File: config.mk
export PLATFORM = sky130hd
export DESIGN_NAME = hier_fanout_node
export DESIGN_NICKNAME = d
export VERILOG_FILES = /design/src/rtl/hier_fanout_node.sv
export SDC_FILE = /design/constraint.sdc
export NUM_CORES = 1
export LEC_CHECK = 0
export BUFFER_PORTS_ARGS = -buffer_cell sky130_fd_sc_hd__buf_4
export CORE_ASPECT_RATIO = 1.25
export CORE_MARGIN = 2
export CORE_UTILIZATION = 40
export DETAILED_ROUTE_END_ITERATION = 16
export PLACE_DENSITY = 0.64
export SYNTH_ARGS = -nofsm -noshare
export SYNTH_HDL_FRONTEND = slang
export SYNTH_SLANG_ARGS = --single-unit
File: constraint.sdc
create_clock -name clk -period 2.5 [get_ports clk]
set_clock_uncertainty 0.15 [all_clocks]
set_input_delay 0 -clock clk [delete_from_list [all_inputs] [get_ports clk]]
set_output_delay 0 -clock clk [all_outputs]
set_load 0.005 [all_outputs]
File: src/rtl/hier_fanout_node.sv
// hier_fanout_node: tree node that buffers parent commands in a small FIFO and
// dispatches them to NUM_CHILDREN children, either unicast (round-robin) or
// broadcast (complete once every child has accepted).
// Optional watchdog: define HIER_NODE_TIMEOUT_EN to abort commands that stall
// for TIMEOUT_CYC cycles.
`timescale 1ns/1ps
module hier_fanout_node #(
    parameter int unsigned NUM_CHILDREN = 10,
    parameter int unsigned DATA_W       = 8,
    parameter int unsigned DEPTH        = 4,
    parameter int unsigned TIMEOUT_CYC  = 64
) (
    input  logic                    clk,
    input  logic                    rst,
    input  logic                    up_valid,
    output logic                    up_ready,
    input  logic [DATA_W-1:0]       up_data,
    input  logic                    up_bcast,
    output logic [NUM_CHILDREN-1:0] dn_valid,
    input  logic [NUM_CHILDREN-1:0] dn_ready,
    output logic [DATA_W-1:0]       dn_data,
    output logic                    busy,
    output logic                    done_pulse,
    output logic [15:0]             sent_count,
    output logic                    err_timeout,
    output logic [NUM_CHILDREN-1:0] err_mask
);

    localparam int unsigned AW = $clog2(DEPTH);
    localparam int unsigned PW = $clog2(NUM_CHILDREN);
    localparam logic [AW:0] FULL_CNT = DEPTH[AW:0];
    localparam logic [PW-1:0] LAST_PTR = PW'(NUM_CHILDREN - 1);

    if (NUM_CHILDREN < 2 || NUM_CHILDREN > 32 || DEPTH < 2 ||
        (DEPTH & (DEPTH - 1)) != 0 || TIMEOUT_CYC < 1) begin : g_bad_param
        $error("hier_fanout_node: illegal parameter set");
    end

    typedef enum logic [1:0] {S_IDLE, S_UNI, S_BCAST} state_t;

    // FIFO storage and bookkeeping
    logic [DATA_W:0]       r_mem [DEPTH];
    logic [AW-1:0]         r_wr_ptr;
    logic [AW-1:0]         r_rd_ptr;
    logic [AW:0]           r_cnt;
    logic [AW:0]           w_cnt_nxt;
    logic                  r_up_ready;
    logic                  w_push;
    logic                  w_pop;
    logic                  w_empty;
    logic [DATA_W:0]       w_head;

    // dispatch state
    state_t                r_state;
    state_t                w_state_nxt;
    logic [PW-1:0]         r_ptr;
    logic [NUM_CHILDREN-1:0] r_pending;
    logic [NUM_CHILDREN-1:0] w_pend_left;
    logic [NUM_CHILDREN-1:0] w_ptr_onehot;
    logic [DATA_W-1:0]     r_data;
    logic                  r_done;
    logic [15:0]           r_sent;
    logic                  w_complete;
    logic                  w_abort;

    assign w_push       = up_valid && r_up_ready;
    assign w_empty      = (r_cnt == '0);
    assign w_head       = r_mem[r_rd_ptr];
    assign w_ptr_onehot = NUM_CHILDREN'(1) << r_ptr;

    // occupancy after this cycle's push/pop
    always_comb begin
        w_cnt_nxt = r_cnt;
        if (w_push && !w_pop) begin
            w_cnt_nxt = r_cnt + 1'b1;
        end else if (!w_push && w_pop) begin
            w_cnt_nxt = r_cnt - 1'b1;
        end
    end

    // FIFO payload array; contents need no reset because r_cnt gates reads
    always_ff @(posedge clk) begin
        if (w_push) begin
            r_mem[r_wr_ptr] <= {up_bcast, up_data};
        end
    end

    // FIFO pointers, count and registered not-full flag
    always_ff @(posedge clk) begin
        if (rst) begin
            r_wr_ptr   <= '0;
            r_rd_ptr   <= '0;
            r_cnt      <= '0;
            r_up_ready <= 1'b1;
        end else begin
            if (w_push) r_wr_ptr <= r_wr_ptr + 1'b1;
            if (w_pop)  r_rd_ptr <= r_rd_ptr + 1'b1;
            r_cnt      <= w_cnt_nxt;
            r_up_ready <= (w_cnt_nxt != FULL_CNT);
        end
    end

    // completion detection for the command in flight
    always_comb begin
        w_complete  = 1'b0;
        w_pend_left = r_pending & ~dn_ready;
        case (r_state)
            S_UNI:   w_complete = dn_ready[r_ptr];
            S_BCAST: w_complete = (w_pend_left == '0);
            default: w_complete = 1'b0;
        endcase
    end

    // next state and FIFO pop; a finishing command hands over without a bubble
    always_comb begin
        w_pop       = 1'b0;
        w_state_nxt = r_state;
        if (r_state == S_IDLE || w_complete || w_abort) begin
            if (!w_empty) begin
                w_pop       = 1'b1;
                w_state_nxt = w_head[DATA_W] ? S_BCAST : S_UNI;
            end else begin
                w_state_nxt = S_IDLE;
            end
        end
    end

    // dispatch registers: state, payload, pending mask, rr pointer, counters
    always_ff @(posedge clk) begin
        if (rst) begin
            r_state   <= S_IDLE;
            r_ptr     <= '0;
            r_pending <= '0;
            r_data    <= '0;
            r_done    <= 1'b0;
            r_sent    <= '0;
        end else begin
            r_state <= w_state_nxt;
            r_done  <= w_complete;
            if (w_complete && r_sent != 16'hFFFF) begin
                r_sent <= r_sent + 1'b1;
            end
            if ((w_complete || w_abort) && r_state == S_UNI) begin
                r_ptr <= (r_ptr == LAST_PTR) ? '0 : r_ptr + 1'b1;
            end
            if (r_state == S_BCAST) begin
                r_pending <= w_pend_left;
            end
            if (w_pop) begin
                r_data    <= w_head[DATA_W-1:0];
                r_pending <= '1;
            end
        end
    end

    // child valids are decoded from state so reset drops them immediately
    always_comb begin
        dn_valid = '0;
        case (r_state)
            S_UNI:   dn_valid = w_ptr_onehot;
            S_BCAST: dn_valid = r_pending;
            default: dn_valid = '0;
        endcase
    end

`ifdef HIER_NODE_TIMEOUT_EN
    localparam int unsigned TW = $clog2(TIMEOUT_CYC + 1);
    localparam logic [TW-1:0] TMO_LAST = TW'(TIMEOUT_CYC - 1);

    logic [TW-1:0]           r_tmo;
    logic                    r_err;
    logic [NUM_CHILDREN-1:0] r_err_mask;

    assign w_abort = (r_state != S_IDLE) && !w_complete && (r_tmo == TMO_LAST);

    // watchdog: cycles spent on the current command, abort capture
    always_ff @(posedge clk) begin
        if (rst) begin
            r_tmo      <= '0;
            r_err      <= 1'b0;
            r_err_mask <= '0;
        end else begin
            r_err <= w_abort;
            if (w_pop) begin
                r_tmo <= '0;
            end else if (r_state != S_IDLE) begin
                r_tmo <= r_tmo + 1'b1;
            end
            if (w_abort) begin
                r_err_mask <= (r_state == S_UNI) ? w_ptr_onehot : w_pend_left;
            end
        end
    end

    assign err_timeout = r_err;
    assign err_mask    = r_err_mask;
`else
    assign w_abort     = 1'b0;
    assign err_timeout = 1'b0;
    assign err_mask    = '0;
`endif

    assign up_ready   = r_up_ready;
    assign dn_data    = r_data;
    assign busy       = (r_state != S_IDLE) || !w_empty;
    assign done_pulse = r_done;
    assign sent_count = r_sent;

endmodule

==> impl_results.md <==
* # setup viols final at 0
* Syn Inst Count at 378
* NetSw at 1.72 mW
* Synth cell count leaders: dfxtp_1, nand2_1, nor2_1
* Final min period at 2.38 ns
* Relative slew slack at 63.9%
* Full die area at 11000 um2
* # IOs at 70
* Mux cell area share after synthesis at 8.76%
* Post-DP HPWL at 6.14 mm
* Worst Path Required at 2.59 ns
* Share of layout cells above drive strength 1 at 24.3%
* CTS tree: yes
* Final instance area at 5190 um2
* Synth area leaders: edfxtp_1, dfxtp_1, mux4_2
* CP Cell Sequence: inv_1 > ha_4 > nand2b_4 > or3_4 > a31oi_4 > o21ai_4 > mux2i_1 > mux2_2 > o31ai_1
* H-tree Lvls at 3
* Final #Nets at 500
* #FFs+latches synth at 87
* Pins over their slew limit at 0
* Total Power at 5.02 mW
* Syn Area/Cell at 10.8 um2
* Post-route clock period utilization at 95.2%
* Max Cap Viol at 0
* Cell Rows at 41
* P per Cell Area at 966 nW/um2
* VDD IR max at 0.000578 V
* CTS max path bufs at 2
* Clock Sinks at 87
* Pre-Repair DR Iteration Count at 4
* Diode count at 0
* Vias in the first global route at 2852
* Switching share of total power at 34.2%
* DR iter-0 viols at 121
* Simple-gate portion of the synthesized area at 17.3%
* Syn Std Cell Area at 4080 um2
* Top-count cell post-synth: dfxtp_1
* Post-DP Area at 4650 um2
* Die Span Y at 117 um
* TritonCTS Buffers at 9
* Crit path DAT at 2.48 ns
* Status: finished, final reports clean
* Worst-path cell with the longest stage delay: or3_4
* Largest net degree at the start of global routing at 51
* Port Buffer Count at 58
* RSZ-0062 raised after global routing: false
* Leak at 2.02 nW
* Ys flop type: dfxtp_1
* Starting Density at 40.8%
* Sequential element share of the synthesized area at 51.5%
* Min-delay src: up_data[0]
* Post-synth EDFFs at 36
* Pint at 3.30 mW
* Congestion Overflow GR at 0
* Synth cell types at 52
* Synth Area in Compound Gates at 9.68%
* Logic pwr share at 36.1%
* Worst hold-check path type: primary input to flip-flop
* CTS root buf: clkbuf_16
* Cell taking the most area after synthesis: edfxtp_1
* Worst slew pin tran at 0.542 ns
* Critical R2R Capture: up_ready
* Total Routed Length at 9.00 mm
* Worst-skew pair later-pin latency at 0.33 ns
* Largest family of logic cells by synthesized area: simple AND/OR/NAND/NOR gates
* CP endpoint kind: flip-flop
* Synth-to-layout area growth at 27.2%
* GRT Overall Usage at 16.4%
* Final WS setup at 0.119 ns
* Final hold violations at 0
* XOR/XNOR Fraction of Synth Area at 3.22%
* Clk pwr share at 25.8%
* DR WL/cell at 15.0 um
* Crit path to: up_ready
* Antenna Nets Post-Route at 0
* Initial antenna violation count at 0
* DRC viols at 0
* Sequential power share at 38.1%
* Global-route wire length before repair at 13.9 mm
* YS warnings at 0
* Pre-CTS WS at -0.0115 ns
* Post-synth top area share at 26.5%
* Max Clock Freq at 420 MHz
* Worst-path fanout max at 6
* Worst setup path start: r_state[1]
* Reg2reg path depth at 9
* Chip width at 94.4 um
* CP peak stage delay at 0.37 ns
* Vias at 3010
* Synth Area in Adders at 3.98%
* Critical Path Start Type: flip-flop
* Reg2Reg Setup Slack at 0.12 ns
* Util after Layout at 51.9%
* Synth async-reset ratio at 0%
* Crit path kind: flip-flop to flip-flop
* Core Area at 10000 um2
* Worst r2r src: r_state[1]
* Via-to-Cell Ratio at 5.03
* GPL Wtd Cong at 0.850
* Clk slew on worst S/H paths at 0.07 ns
## how the worst min path moves through the flow
stage	depth (start not counted)	slack, ns	endpoint
finish	2	0.25	r_mem[0][0]
global route	2	0.25	r_mem[0][0]
CTS	2	0.24	r_mem[3][1]
detailed placement	1	0.05	r_mem[3][7]
global placement	1	0.05	r_mem[2][4]
floorplan	0	-0.05	r_mem[0][0]
## timing repair
item                                    CTS  global route
setup buffers                             0             2
hold buffers                             21             0
hold endpoints to repair                 71             0
endpoints found under the setup margin    3            23
pin swaps                                 0             4
gates resized for setup                   1             6
## layer usage
layer  track usage (%)  part of all wire, %  vias to the layer above
li1                  -                    -                     1496
met1              19.8                   43                     1430
met2              29.3                   52                       74
met3              3.52                  4.1                       10
met4              5.02                  1.0                        0
met5                 0                    0                        -
## cell usage in the layout (no fill, tap or decap), drive strengths merged, types with 2 or more instances in the layout
cell type	count
dfxtp	51
nand4	4
nand3	6
buf	74
clkbuf	9
xnor2	11
o21ai	10
inv	17
a32oi	4
ha	13
o2111ai	3
or3	9
xor2	4
mux2i	11
nor2b	16
a311oi	2
a31oi	2
nand2b	7
and3	9
nor2	39
mux4	10
o31ai	2
nor3	6
mux2	2
a21oi	21
a22oi	5
nand2	39
dlygate4sd3	21
edfxtp	36
clkinv	3
conb	11
and2	2
## sequential cells by signal, indices dropped and copies added (netlist names), named ones only
signal      flops
sent_count     16
r_cnt           3
r_rd_ptr        2
r_ptr           4
r_mem          36
dn_data         8
up_ready        1
r_state         2
r_wr_ptr        2
done_pulse      1
r_pending      10
## power groups by stage
stage,combinational [mW],sequential [mW],clock (mW)
4_1_cts,1.74,1.91,1.33
5_1_grt,2.00,1.94,1.38
3_3_place_gp,1.67,1.92,0
3_5_place_dp,1.70,1.94,0
2_1_floorplan,1.27,1.86,0
6_report,1.81,1.91,1.29
## final cells by class
cell class,instances,area (um2)
flip-flops and latches,87,2100
clock inverters,7,62.6
multi-input cells,259,1820
well taps,129,161
repair buffers,95,773
fillers,935,4810
clock buffers,9,225
inverters,13,48.8
## critical path: cells and delay by family (launching register included)
kind                     cells  cell delay, ns
multiplexers                 2            0.58
AO/OA/AOI/OAI                3            0.50
AND/OR/NAND/NOR              2            0.43
flip-flops                   1            0.34
adder cells (fa/ha/maj)      1            0.17
buffers and inverters        1            0.11
## cell families (layout without fill, tap and decap cells)
kind of cell / Yosys count / after routing
simple gates: 141 / 141
flops: 87 / 87
compound gates: 56 / 56
buf+inv: 42 / 124
mux: 23 / 23
xor+xnor: 15 / 15
fa+ha+maj: 13 / 13
other cells: 1 / 11
## metrics by stage
step / hold slack (ns) / std cells / TNS (ns)
final: 0.252 / 599 / 0
after global routing: 0.251 / 599 / 0
after CTS: 0.239 / 597 / 0
after detailed placement: 0.0538 / 560 / -0.0136
after global placement: 0.0498 / 560 / 0
after floorplan: -0.0511 / 388 / 0
Power figures use the tool's default switching activity.
